File: src/rtl/mips_muldiv_if.sv
// Request/response bundle between the decoder/register file and the multiply/divide unit.
interface mips_muldiv_if #(
  parameter int unsigned WIDTH = 32
);
  logic             start;
  logic [2:0]       op;
  logic [WIDTH-1:0] operand_a;
  logic [WIDTH-1:0] operand_b;
  logic             busy;
  logic             done;
  logic             div_by_zero;
  logic [WIDTH-1:0] hi;
  logic [WIDTH-1:0] lo;

  modport master (
    output start, op, operand_a, operand_b,
    input  busy, done, div_by_zero, hi, lo
  );

  modport slave (
    input  start, op, operand_a, operand_b,
    output busy, done, div_by_zero, hi, lo
  );
endinterface

File: src/rtl/mips_muldiv.sv
// Iterative MIPS multiply/divide unit with HI/LO registers.
// Define MULDIV_DIV_EN to build the restoring divider (DIV/DIVU); otherwise DIV/DIVU are no-ops.
module mips_muldiv #(
  parameter int unsigned WIDTH = 32,
  parameter int unsigned CNT_W = 6
) (
  input logic          clk,
  input logic          rst_n,
  mips_muldiv_if.slave bus
);

  localparam logic [2:0] OpMult  = 3'b000;
  localparam logic [2:0] OpMultu = 3'b001;
  localparam logic [2:0] OpMthi  = 3'b100;
  localparam logic [2:0] OpMtlo  = 3'b101;
`ifdef MULDIV_DIV_EN
  localparam logic [2:0] OpDiv   = 3'b010;
  localparam logic [2:0] OpDivu  = 3'b011;

  typedef enum logic [1:0] {StIdle, StMul, StDiv, StFix} state_e;
`else
  typedef enum logic [1:0] {StIdle, StMul, StFix} state_e;
`endif

  state_e               state_q, state_d;
  logic [CNT_W-1:0]     cnt_q, cnt_d;
  // Upper half: partial product / partial remainder; lower half: multiplier / dividend-quotient.
  logic [2*WIDTH-1:0]   acc_q, acc_d;
  logic [WIDTH-1:0]     opnd_q, opnd_d;
  logic                 neg_q, neg_d;
  logic [WIDTH-1:0]     hi_q, hi_d;
  logic [WIDTH-1:0]     lo_q, lo_d;
  logic                 done_q, done_d;
  logic [WIDTH:0]       sum;
`ifdef MULDIV_DIV_EN
  logic                 is_div_q, is_div_d;
  logic                 rneg_q, rneg_d;
  logic                 dbz_q, dbz_d;
  logic [WIDTH:0]       trial;
`endif

  logic                 sgn_op;
  logic [WIDTH-1:0]     a_mag, b_mag;

  // MULT and DIV are the signed encodings (op[0] = 0).
  assign sgn_op = ~bus.op[0];
  assign a_mag  = (sgn_op && bus.operand_a[WIDTH-1]) ? -bus.operand_a : bus.operand_a;
  assign b_mag  = (sgn_op && bus.operand_b[WIDTH-1]) ? -bus.operand_b : bus.operand_b;

  always_comb begin
    state_d = state_q;
    cnt_d   = cnt_q;
    acc_d   = acc_q;
    opnd_d  = opnd_q;
    neg_d   = neg_q;
    hi_d    = hi_q;
    lo_d    = lo_q;
    done_d  = 1'b0;
    sum     = '0;
`ifdef MULDIV_DIV_EN
    is_div_d = is_div_q;
    rneg_d   = rneg_q;
    dbz_d    = 1'b0;
    trial    = '0;
`endif
    case (state_q)
      StIdle: begin
        if (bus.start) begin
          case (bus.op)
            OpMult, OpMultu: begin
              opnd_d  = a_mag;
              acc_d   = {{WIDTH{1'b0}}, b_mag};
              neg_d   = sgn_op & (bus.operand_a[WIDTH-1] ^ bus.operand_b[WIDTH-1]);
              cnt_d   = '0;
              state_d = StMul;
`ifdef MULDIV_DIV_EN
              is_div_d = 1'b0;
`endif
            end
`ifdef MULDIV_DIV_EN
            OpDiv, OpDivu: begin
              if (bus.operand_b == '0) begin
                hi_d   = bus.operand_a;
                lo_d   = '1;
                done_d = 1'b1;
                dbz_d  = 1'b1;
              end else begin
                opnd_d   = b_mag;
                acc_d    = {{WIDTH{1'b0}}, a_mag};
                neg_d    = sgn_op & (bus.operand_a[WIDTH-1] ^ bus.operand_b[WIDTH-1]);
                rneg_d   = sgn_op & bus.operand_a[WIDTH-1];
                is_div_d = 1'b1;
                cnt_d    = '0;
                state_d  = StDiv;
              end
            end
`endif
            OpMthi: begin
              hi_d   = bus.operand_a;
              done_d = 1'b1;
            end
            OpMtlo: begin
              lo_d   = bus.operand_a;
              done_d = 1'b1;
            end
            default: done_d = 1'b1;
          endcase
        end
      end
      StMul: begin
        sum   = acc_q[0] ? ({1'b0, acc_q[2*WIDTH-1:WIDTH]} + {1'b0, opnd_q})
                         : {1'b0, acc_q[2*WIDTH-1:WIDTH]};
        acc_d = {sum, acc_q[WIDTH-1:1]};
        cnt_d = cnt_q + CNT_W'(1);
        if (cnt_q == CNT_W'(WIDTH - 1)) state_d = StFix;
      end
`ifdef MULDIV_DIV_EN
      StDiv: begin
        // Trial-subtract the divisor from the shifted-in partial remainder; keep it if no borrow.
        trial = acc_q[2*WIDTH-1:WIDTH-1] - {1'b0, opnd_q};
        if (!trial[WIDTH]) acc_d = {trial[WIDTH-1:0], acc_q[WIDTH-2:0], 1'b1};
        else               acc_d = {acc_q[2*WIDTH-2:0], 1'b0};
        cnt_d = cnt_q + CNT_W'(1);
        if (cnt_q == CNT_W'(WIDTH - 1)) state_d = StFix;
      end
`endif
      StFix: begin
        state_d = StIdle;
        done_d  = 1'b1;
        cnt_d   = '0;
`ifdef MULDIV_DIV_EN
        if (is_div_q) begin
          lo_d = neg_q  ? -acc_q[WIDTH-1:0]         : acc_q[WIDTH-1:0];
          hi_d = rneg_q ? -acc_q[2*WIDTH-1:WIDTH]   : acc_q[2*WIDTH-1:WIDTH];
        end else begin
          {hi_d, lo_d} = neg_q ? -acc_q : acc_q;
        end
`else
        {hi_d, lo_d} = neg_q ? -acc_q : acc_q;
`endif
      end
      default: state_d = StIdle;
    endcase
  end

  always_ff @(posedge clk or negedge rst_n) begin
    if (!rst_n) begin
      state_q <= StIdle;
      cnt_q   <= '0;
      acc_q   <= '0;
      opnd_q  <= '0;
      neg_q   <= 1'b0;
      hi_q    <= '0;
      lo_q    <= '0;
      done_q  <= 1'b0;
`ifdef MULDIV_DIV_EN
      is_div_q <= 1'b0;
      rneg_q   <= 1'b0;
      dbz_q    <= 1'b0;
`endif
    end else begin
      state_q <= state_d;
      cnt_q   <= cnt_d;
      acc_q   <= acc_d;
      opnd_q  <= opnd_d;
      neg_q   <= neg_d;
      hi_q    <= hi_d;
      lo_q    <= lo_d;
      done_q  <= done_d;
`ifdef MULDIV_DIV_EN
      is_div_q <= is_div_d;
      rneg_q   <= rneg_d;
      dbz_q    <= dbz_d;
`endif
    end
  end

  assign bus.busy = (state_q != StIdle);
  assign bus.done = done_q;
  assign bus.hi   = hi_q;
  assign bus.lo   = lo_q;
`ifdef MULDIV_DIV_EN
  assign bus.div_by_zero = dbz_q;
`else
  assign bus.div_by_zero = 1'b0;
`endif

endmodule

File: src/flat_wrapper.sv
// flat-port wrapper written by rule: the top's interface ports become plain ports
module mips_muldiv_flat 
#(
  parameter int unsigned WIDTH = 32,
  parameter int unsigned CNT_W = 6
)
  (clk, rst_n, bus_start, bus_op, bus_operand_a, bus_operand_b, bus_busy, bus_done, bus_div_by_zero, bus_hi, bus_lo);
  mips_muldiv_if #(.WIDTH(WIDTH)) bus_i ();
  input logic clk;
  input logic rst_n;
  input wire logic [$bits(bus_i.start)-1:0] bus_start;
  input wire logic [$bits(bus_i.op)-1:0] bus_op;
  input wire logic [$bits(bus_i.operand_a)-1:0] bus_operand_a;
  input wire logic [$bits(bus_i.operand_b)-1:0] bus_operand_b;
  output wire logic [$bits(bus_i.busy)-1:0] bus_busy;
  output wire logic [$bits(bus_i.done)-1:0] bus_done;
  output wire logic [$bits(bus_i.div_by_zero)-1:0] bus_div_by_zero;
  output wire logic [$bits(bus_i.hi)-1:0] bus_hi;
  output wire logic [$bits(bus_i.lo)-1:0] bus_lo;
  assign bus_i.start = bus_start;
  assign bus_i.op = bus_op;
  assign bus_i.operand_a = bus_operand_a;
  assign bus_i.operand_b = bus_operand_b;
  assign bus_busy = bus_i.busy;
  assign bus_done = bus_i.done;
  assign bus_div_by_zero = bus_i.div_by_zero;
  assign bus_hi = bus_i.hi;
  assign bus_lo = bus_i.lo;
  mips_muldiv #(.WIDTH(WIDTH), .CNT_W(CNT_W)) u_core (.clk(clk), .rst_n(rst_n), .bus(bus_i));
endmodule
File: config.mk
export PLATFORM = sky130hd
export DESIGN_NAME = mips_muldiv_flat
export DESIGN_NICKNAME = d
export VERILOG_FILES = /design/src/rtl/mips_muldiv_if.sv /design/src/rtl/mips_muldiv.sv /design/src/flat_wrapper.sv
export SDC_FILE = /design/constraint.sdc
export NUM_CORES = 1
export LEC_CHECK = 0
export BUFFER_PORTS_ARGS = -buffer_cell sky130_fd_sc_hd__buf_2
export CAP_MARGIN = 20
export CORE_ASPECT_RATIO = 2
export CORE_MARGIN = 10
export CORE_UTILIZATION = 45
export DETAILED_ROUTE_END_ITERATION = 12
export PLACE_DENSITY = 0.61
export SLEW_MARGIN = 10
export SYNTH_ARGS = -nofsm -noshare
export SYNTH_HDL_FRONTEND = slang
export SYNTH_SLANG_ARGS = --single-unit
File: constraint.sdc
create_clock -name clk -period 3.9 [get_ports clk]
set_clock_uncertainty 0.05 [all_clocks]
set_input_delay 0.39 -clock clk [delete_from_list [all_inputs] [get_ports clk]]
set_output_delay 0.39 -clock clk [all_outputs]
set_load 0.01 [all_outputs]
## Word level (Yosys, flattened, before mapping)

Index checks and enable logic that the tools add are counted.

- Bits in registers: 170
- Input bits: 70
- Output and inout bits: 67
- Logic and storage cells: 65

- $add $sub $neg: 5
- Equal/unequal tests: 11
- Mux-type cells: 23
- Bitwise operators: 3
- Reduce and logical (&&, ||, !) cells: 15

Operators with widths:

| cell | count |
|---|---|
| 32-bit 2-to-1 mux | 6 |
| 64-bit 2-to-1 mux | 3 |
| 32-bit case mux with 2 select lines | 2 |
| 64-bit case mux with 2 select lines | 1 |
| 32-bit negation | 2 |
| 64-bit negation | 1 |
| 32-bit by 32-bit adder with 33-bit output | 1 |
| 33-bit 2-to-1 mux | 1 |
| 6-bit case mux with 3 select lines | 1 |
| 3-bit AND reduction | 6 |
| 6-bit 2-to-1 mux | 2 |
| 2-bit inequality test (second input constant) | 4 |
| 6-bit by 1-bit adder with 6-bit output (second input constant) | 1 |
| 3-bit == test (second input constant) | 2 |
| 6-bit by 5-bit == test with 1-bit output (second input constant) | 1 |
| 2-bit 2-to-1 mux | 3 |
| 2-bit nonzero test | 3 |
| 2-bit case mux with 2 select lines | 1 |
| 3-bit by 1-bit == test with 1-bit output (second input constant) | 1 |
| 3-bit logical NOT | 1 |
| 3-bit nonzero test | 1 |
| 2-bit by 1-bit == test with 1-bit output (second input constant) | 1 |
| 2-bit == test (second input constant) | 1 |
| 1-bit logical AND | 2 |
| 8 further kinds | 9 |

## Longest topological paths before layout

Gate-level depths: netlist of run 1.

- Word-level depth: 6
- Depth in mapped cells: 10
- Gate-level depth less buffers: 10

## Least setup slack after synthesis of run 1

OpenSTA, ideal clock, no wires.

- Path type: register to register
- From: reg u_core.acc_q[28]
- To: reg u_core.hi_q[21] (netlist: u_core.bus.hi[21])
- Setup time: 134 ps
- Arrival time: 2558 ps
- Data required time: 3716 ps
- Path slack: 1158 ps
- Cell stages (with the launch flop): 8
- Buffers on the path: 0
- Period minus slack after synthesis: 2742 ps
- Path through: dfrtp_1 -> or4_4 -> or3_4 -> or2_1 -> or3_4 -> or4_1 -> mux2i_1 -> o21ai_1

- Longest elaborated chain between the ends: 3

RTL lines:

| element | RTL line | text |
|---|---|---|
| start: declaration | mips_muldiv.sv:28 | `logic [2*WIDTH-1:0] acc_q, acc_d;` |
| start signal: assignment | mips_muldiv.sv:150 | `acc_q <= '0;` |
| start signal: assignment | mips_muldiv.sv:164 | `acc_q <= acc_d;` |
| 64-bit negation | mips_muldiv.sv:139 | `{hi_d, lo_d} = neg_q ? -acc_q : acc_q;` |
| 64-bit 2-to-1 mux | mips_muldiv.sv:139 |  |
| 32-bit case mux with 2 select lines | mips_muldiv.sv:66 | `case (state_q)` |
| end signal: assignment | mips_muldiv.sv:167 | `hi_q <= hi_d;` |
| end: declaration | mips_muldiv.sv:31 | `logic [WIDTH-1:0] hi_q, hi_d;` |

No other way between the ends.
A chain may end at the register's enable or synchronous reset.

## Worst setup path in the final report of run 1

- From: reg u_core.acc_q[4]
- To: reg u_core.hi_q[18] (netlist: u_core.bus.hi[18])

The elaborated chain is that of the path after synthesis.

==> flow_summary.ini, run 1 <==
[run_status]
status = finished, final reports clean

[critical_path]
critPathTopFamily = simple AND/OR/NAND/NOR gates
cp_max_fo = 6
critPathCaptureType = flip-flop
critPathArrivalTime_ns = 3.69
r2r-end = u_core.bus.hi[18]$_DFFE_PN0P_
crit-reg2reg-launch = u_core.acc_q[4]$_DFFE_PN0P_
rr_worst_depth = 7
critPathLaunchType = flip-flop
max_stage_delay_ns = 0.67
critPathBufInv = 0
path_class = reg -> reg
worstPathRequired_ns = 4.16
cp_slowest_cell = nor3b_1
r2r_setup_slack_ns = 0.47
crit_chain = or4_4 > nor3b_1 > nand4_1 > or2_2 > o21ai_0 > xor2_1 > o221ai_1
cp.depth = 7

[layout]
drive_gt1_share_pct = 15.5
finalNonFillerCells = 1814
syn_to_final_growth_pct = 13.9
stdcell_area_sq_um = 13300
fin_util_pct = 51.9
diodes = 0
nets = 1568

[detailed_routing]
drc = 0
dr_total_vias = 11329
first_pass_iters = 5
drtIter0Drc = 946
detail-route-antenna-nets = 0
via_per_inst = 6.25
wl_mm = 42.2
wl_per_cell_um = 23.3

[die]
start_util_pct = 45.6
dieWidth_um = 134
rows = 83
design.core.area_sq_um = 25500
chipHeight_um = 247
pin_count = 137
dieArea_sq_um = 33100

[clock_network]
cts.sink_count = 170
clk_pin_slew_worst_paths_ns = 0.07
cts_buffer_depth = 2
cts_buffers = 17
tritoncts = built
hold_buffers = 1
htreeDepth = 4
post_cts_resized = 0
cts_post_setup_buffers_inserted = 0
insertion_delay_ns = 0.45
cts-root-buf = clkbuf_16

[sta]
hold_viol = 0
slew_viol_final = 0
max-slew-margin-rel_pct = 27.7
whs_ns = 0.176
fmaxAchievable_mhz = 291
period_minus_slack_ns = 3.43
tns_ns = 0
worst_slew_pin_slew_ns = 1.08
fin_crit_sh_pct = 88.1
rsz0062_at_grt = no
setup-violations-final = 0

[synth]
synth_cells = 1374
synth-seq-area-share_pct = 36.6
ys_seq_elements = 170
synth_compound_area_share_pct = 25.7
synth_edf_count = 0
ys_warn_count = 0
synth_common_cells = dfrtp_1, nand2_1, o21ai_0
synth_xor_area_share_pct = 8.73
synthAdderAreaFrac_pct = 4.04
ys_async_sr_fraction_pct = 100
netlist_area_sq_um = 11600
yosys.area.top_type = dfrtp_1
synth_top_area_share_pct = 36.6
synth_cell_types = 74
synthSimpleGateAreaFrac_pct = 19.2
ys_top_cells_by_area = dfrtp_1, o21ai_0, nand2_1
syn_avg_cell_area_sq_um = 8.47
syn-num-nets = 1481
synthMuxAreaShare_pct = 2.11
synth_ff_type = dfrtp_1
synth_top_family_by_area = compound AO/OA/AOI/OAI gates

[global_routing]
grtUsageTotal_pct = 25.2
grt_max_degree = 93
grt_pass1_wl_mm = 64.7
antenna_found_initial = 0
grt-ovfl-total = 0
grt_pass1_vias = 11382

[power_and_ir_drop]
swShare_pct = 44.0
seq_power_share_pct = 36.7
powerDensity_nw_per_um2 = 622
switching_power_mw = 3.62
vdd_drop_max_mv = 0.319
p_leak_nw = 5.61
p_int_mw = 4.61
p_clk_share_pct = 21.5
p_comb_share_pct = 41.8

[worst_hold_path]
min_to = u_core.acc_q[0]$_DFFE_PN0P_
holdPathStages = 3
min-delay-start = bus_operand_b[0]
min_path_type = in -> reg

[placement]
place_congestion = 0.959
dp_cells = 1781
placed_area_sq_um = 12600
dp_hpwl_mm = 32.5
port_buffers = 135

[flow_run]
drv_cap = 0
-- power by group through the flow --
stage          Clock, mW  Sequential, mW  Combinational [mW]
6_report            1.77            3.02                3.44
5_1_grt             1.87            3.09                3.78
4_1_cts             1.80            2.99                3.43
3_5_place_dp           0            3.02                3.40
3_3_place_gp           0            3.02                3.37
2_1_floorplan          0            2.74                2.38
-- layout make-up --
cell class	instances	area [sq um]
inverter	20	75.1
tap	340	425
sequential	170	4260
clock inverter	11	136
timing repair buffer	161	905
fill	2577	12300
clock buffer	21	470
multi-input combinational	1091	6990
-- how the worst max path moves through the flow --
stage	from	to	slack [ns]
floorplan	u_core.acc_q[28]$_DFFE_PN0P_	u_core.bus.hi[21]$_DFFE_PN0P_	1.16
global route	u_core.acc_q[4]$_DFFE_PN0P_	u_core.bus.hi[18]$_DFFE_PN0P_	0.31
detailed placement	u_core.acc_q[4]$_DFFE_PN0P_	u_core.bus.hi[18]$_DFFE_PN0P_	0.47
CTS	u_core.acc_q[4]$_DFFE_PN0P_	u_core.bus.hi[18]$_DFFE_PN0P_	0.45
finish	u_core.acc_q[4]$_DFFE_PN0P_	u_core.bus.hi[18]$_DFFE_PN0P_	0.47
global placement	u_core.acc_q[4]$_DFFE_PN0P_	u_core.bus.hi[18]$_DFFE_PN0P_	0.51
-- cells in the final DEF (no fill, tap or decap), drive strengths merged, types with 12 or more instances in the layout --
cell type / n
mux2i: 20
nand2b: 12
nand3: 15
nor2b: 12
ha: 36
nand4: 19
nor2: 89
o21ai: 165
o221ai: 21
xor2: 70
inv: 23
a21oi: 79
buf: 160
xnor2: 46
o31ai: 35
nor4: 21
a22oi: 39
dfrtp: 170
nand2: 170
clkbuf: 21
or3: 23
or4: 23
nor3: 32
-- worst register-to-register path: stages (launching register included) --
cell      delay (ns)
dfrtp_1         0.44
or4_4           0.57
nor3b_1         0.67
nand4_1         0.45
or2_2           0.46
o21ai_0         0.33
xor2_1          0.20
o221ai_1        0.13
-- through the flow --
step           setup slack, ns  total power, mW
2_1_floorplan             1.16             5.12
4_1_cts                  0.452             8.22
3_3_place_gp             0.513             6.39
3_5_place_dp             0.473             6.43
5_1_grt                  0.307             8.73
6_report                 0.465             8.24
-- registers in the layout (all words and copies together) (netlist names) --
name and count:
u_core.opnd_q 32, u_core.acc_q 64, u_core.cnt_q 6, u_core.bus.hi 32, u_core.state_q 2, u_core.neg_q 1
u_core.bus.done 1, u_core.bus.lo 32
-- metal layers --
layer  track usage, %  routed length, um  vias up
met5                0                  0        -
met4             17.0               2770        0
met3             3.48               1880      134
met2             46.4              22600      419
met1             25.7              15000     5497
li1                 -                  -     5279
-- cells by family (layout without fill, tap and decap cells) --
logic type / after synthesis / count (layout)
fa+ha+maj: 37 / 37
simple gates: 451 / 451
buf+inv: 113 / 213
flops: 170 / 170
mux: 24 / 24
xor+xnor: 116 / 116
compound gates: 462 / 462
other cells: 1 / 1
Power figures use the tool's default switching activity.
==> inputs of run 2 (changes only) <==
--- a/config.mk
+++ b/config.mk
@@ -5,13 +5,14 @@
 export SDC_FILE = /design/constraint.sdc
 export NUM_CORES = 1
 export LEC_CHECK = 0
+export ABC_AREA = 1
 export BUFFER_PORTS_ARGS = -buffer_cell sky130_fd_sc_hd__buf_2
 export CAP_MARGIN = 20
 export CORE_ASPECT_RATIO = 2
 export CORE_MARGIN = 10
 export CORE_UTILIZATION = 45
 export DETAILED_ROUTE_END_ITERATION = 12
-export PLACE_DENSITY = 0.61
+export PLACE_DENSITY = 0.6
 export SLEW_MARGIN = 10
 export SYNTH_ARGS = -nofsm -noshare
 export SYNTH_HDL_FRONTEND = slang
==> run 2 against run 1 <==
  * The flow now finishes with violations (hold timing)
  * Wire length is 41% higher
  * Final cell count is 48% higher
  * Combinational power is 73% higher
  * Utilization is 0.98 points lower
  * Via count is 34% higher
  * Clock-buffer cell count is 4 lower
  * Area after synthesis is 19% higher
  * Die area is 16% higher
  * Register-to-register slack better by 0.69 ns
  * Non-clock buffer count is 9 lower
  * Largest cell class unchanged
  * Highest routed layer unchanged
==> flow_summary.ini, run 2 <==
[run_status]
status = complete, but fails checks
violations = hold timing

[synth]
synth_common_cells = nand2_1, nor2_1, inv_1
synth-seq-area-share_pct = 30.8
netlist_area_sq_um = 13800
yosys.area.top_type = dfrtp_1
ys_top_cells_by_area = dfrtp_1, nand2_1, nor2_1
ys_async_sr_fraction_pct = 100
syn-num-nets = 2314
synth_top_area_share_pct = 30.8
synth_ff_type = dfrtp_1
yosysMostFrequentCell = nand2_1
ys_warn_count = 0
synth_edf_count = 0
synth_cell_types = 53
ys_seq_elements = 170
syn_avg_cell_area_sq_um = 6.25
synth_cells = 2207

[sta]
fin_crit_sh_pct = 70.3
hold_viol = 43
max-slew-margin-rel_pct = 35.0
fmaxAchievable_mhz = 365
rsz0062_at_grt = no
worst_slew_pin_slew_ns = 0.968
setup-violations-final = 0
tns_ns = 0
slew_viol_final = 0
period_minus_slack_ns = 2.74
whs_ns = -0.0492

[layout]
diodes = 0
multi_input_area_sq_um = 8230
drive_gt1_share_pct = 10.4
syn_to_final_growth_pct = 11.4
regMostFlops = u_core.acc_q
nFillCells = 3286
nets = 2415
final_common_cell = nand2_1
layout_common_cells = nand2_1, nor2_1, inv_1
stdcell_area_sq_um = 15400
largest_reg_flops = 64
finalNonFillerCells = 2689
final-seq-area_sq_um = 4260

[clock_network]
tritoncts = built
insertion_delay_ns = 0.47
cts-root-buf = clkbuf_16
cts_buffer_depth = 2
cts.sink_count = 170
cts_post_setup_buffers_inserted = 0
htreeDepth = 4
post_cts_resized = 0
clk_pin_slew_worst_paths_ns = 0.08
hold_buffers = 0
cts_buffers = 17

[placement]
placed_area_sq_um = 14700
dp_cells = 2657
port_buffers = 135
dp_hpwl_mm = 48.5
place_congestion = 1.01

[global_routing]
antenna_found_initial = 0
grt_max_degree = 91
grt_pass1_vias = 15536
grtUsageTotal_pct = 31.3
grt-ovfl-total = 0
grt_pass1_wl_mm = 89.7

[detailed_routing]
dr_total_vias = 15218
wl_per_cell_um = 22.2
first_pass_iters = 5
wl_mm = 59.7
drc = 0
detail-route-antenna-nets = 0
drtIter0Drc = 1141
via_per_inst = 5.66

[power_and_ir_drop]
vdd_drop_max_mv = 0.337
p_leak_nw = 7.43
powerDensity_nw_per_um2 = 717
p_total_mw = 11.0

[die]
dieWidth_um = 144
dieArea_sq_um = 38500
start_util_pct = 45.7
pin_count = 137
rows = 90
chipHeight_um = 268
design.core.area_sq_um = 30200

[critical_path]
r2r-end = u_core.acc_q[61]$_DFFE_PN0P_
path_class = reg -> reg
worstPathRequired_ns = 4.21
rr_worst_depth = 15
critPathArrivalTime_ns = 3.05
r2r_setup_slack_ns = 1.16
cp_slowest_cell = dfrtp_1
crit-reg2reg-launch = u_core.acc_q[32]$_DFFE_PN0P_
critPathLaunchType = flip-flop
max_stage_delay_ns = 0.49
cp_max_fo = 6
crit_top_cell = nand2_1
critPathCaptureType = flip-flop
crit_chain = ha_1 > inv_1 > fa_1 > inv_1 > nand3_1 > nand3_1 > nand2_1 > nand2_1 > nand2_1 > nand2_1 > nand2_1 > nand3_1 > nand3_1 > nand2_1 > nand2_1

[worst_hold_path]
min_path_type = in -> async

[flow_run]
drv_cap = 0
[run 2: changes by cell type after synthesis, moves of 35 or more]
cell | before | now
clkbuf_1 | 87 | 25
a21oi_1 | 79 | 125
xnor2_1 | 46 | 5
a22oi_1 | 39 | 0
nand2_1 | 170 | 608
nand3_1 | 14 | 199
inv_1 | 20 | 246
nor2_1 | 89 | 368
xor2_1 | 70 | 35
o21ai_0 | 164 | 102
[run 2: routing by layer]
metal | global-route usage (%) | share of wire (%) | up-vias
met5 | 0 | 0 | -
met4 | 28.4 | 10 | 0
met3 | 4.52 | 4.4 | 225
met2 | 57.2 | 53 | 558
met1 | 28.9 | 33 | 7071
li1 | - | - | 7364
[run 2: layout make-up]
class / instances / area share, %
multi-input combinational: 1713 / 53.6
sequential: 170 / 27.7
inverter: 254 / 6.22
tap: 368 / 3.00
clock buffer: 17 / 2.77
clock inverter: 15 / 1.30
timing repair buffer: 152 / 5.43
[run 2: worst max-delay path, delay by kind of cell, from the launching register on]
family,cells,cell delay (ns)
buffers and inverters,2,0.23
DFF,1,0.49
adders and majority gates,2,0.74
and+or+nand+nor,11,1.14
[run 2: worst max-delay path by stage]
stage	to	start	slack [ns]
6_report	u_core.acc_q[61]$_DFFE_PN0P_	u_core.acc_q[32]$_DFFE_PN0P_	1.16
4_1_cts	u_core.acc_q[61]$_DFFE_PN0P_	u_core.acc_q[32]$_DFFE_PN0P_	1.23
3_5_place_dp	u_core.opnd_q[22]$_DFFE_PN0P_	bus_operand_a[19]	1.16
2_1_floorplan	u_core.bus.hi[16]$_DFFE_PN0P_	u_core.acc_q[0]$_DFFE_PN0P_	1.76
5_1_grt	u_core.acc_q[53]$_DFFE_PN0P_	u_core.acc_q[32]$_DFFE_PN0P_	1.01
3_3_place_gp	u_core.opnd_q[22]$_DFFE_PN0P_	bus_operand_a[19]	1.14
[run 2: per-stage QoR]
| step | worst slack, ns | utilization [%] |
|---|---|---|
| after floorplan | 1.76 | - |
| after global placement | 1.14 | 48.8 |
| after detailed placement | 1.16 | 48.8 |
| after CTS | 1.23 | 50.9 |
| after global routing | 1.01 | 50.9 |
| final | 1.16 | 50.9 |
[run 2: kinds of logic after synthesis]
| group | Yosys count | share of synthesized area [%] |
|---|---|---|
| and+or+nand+nor | 1297 | 39.8 |
| adders and majority gates | 37 | 3.41 |
| xor gates and xnor gates | 40 | 2.54 |
| AOI/OAI and AO/OA | 338 | 13.8 |
| DFF | 170 | 30.8 |
| other | 1 | 0.0272 |
| buffers and inverters | 324 | 9.53 |
[run 2: power breakdown]
group | switching [mW] | leakage (nW) | internal [mW]
combinational | 4.08 | 5.08 | 1.87
clock | 0.893 | 0.301 | 0.930
sequential | 0.867 | 2.05 | 2.38
total | 5.84 | 7.43 | 5.18
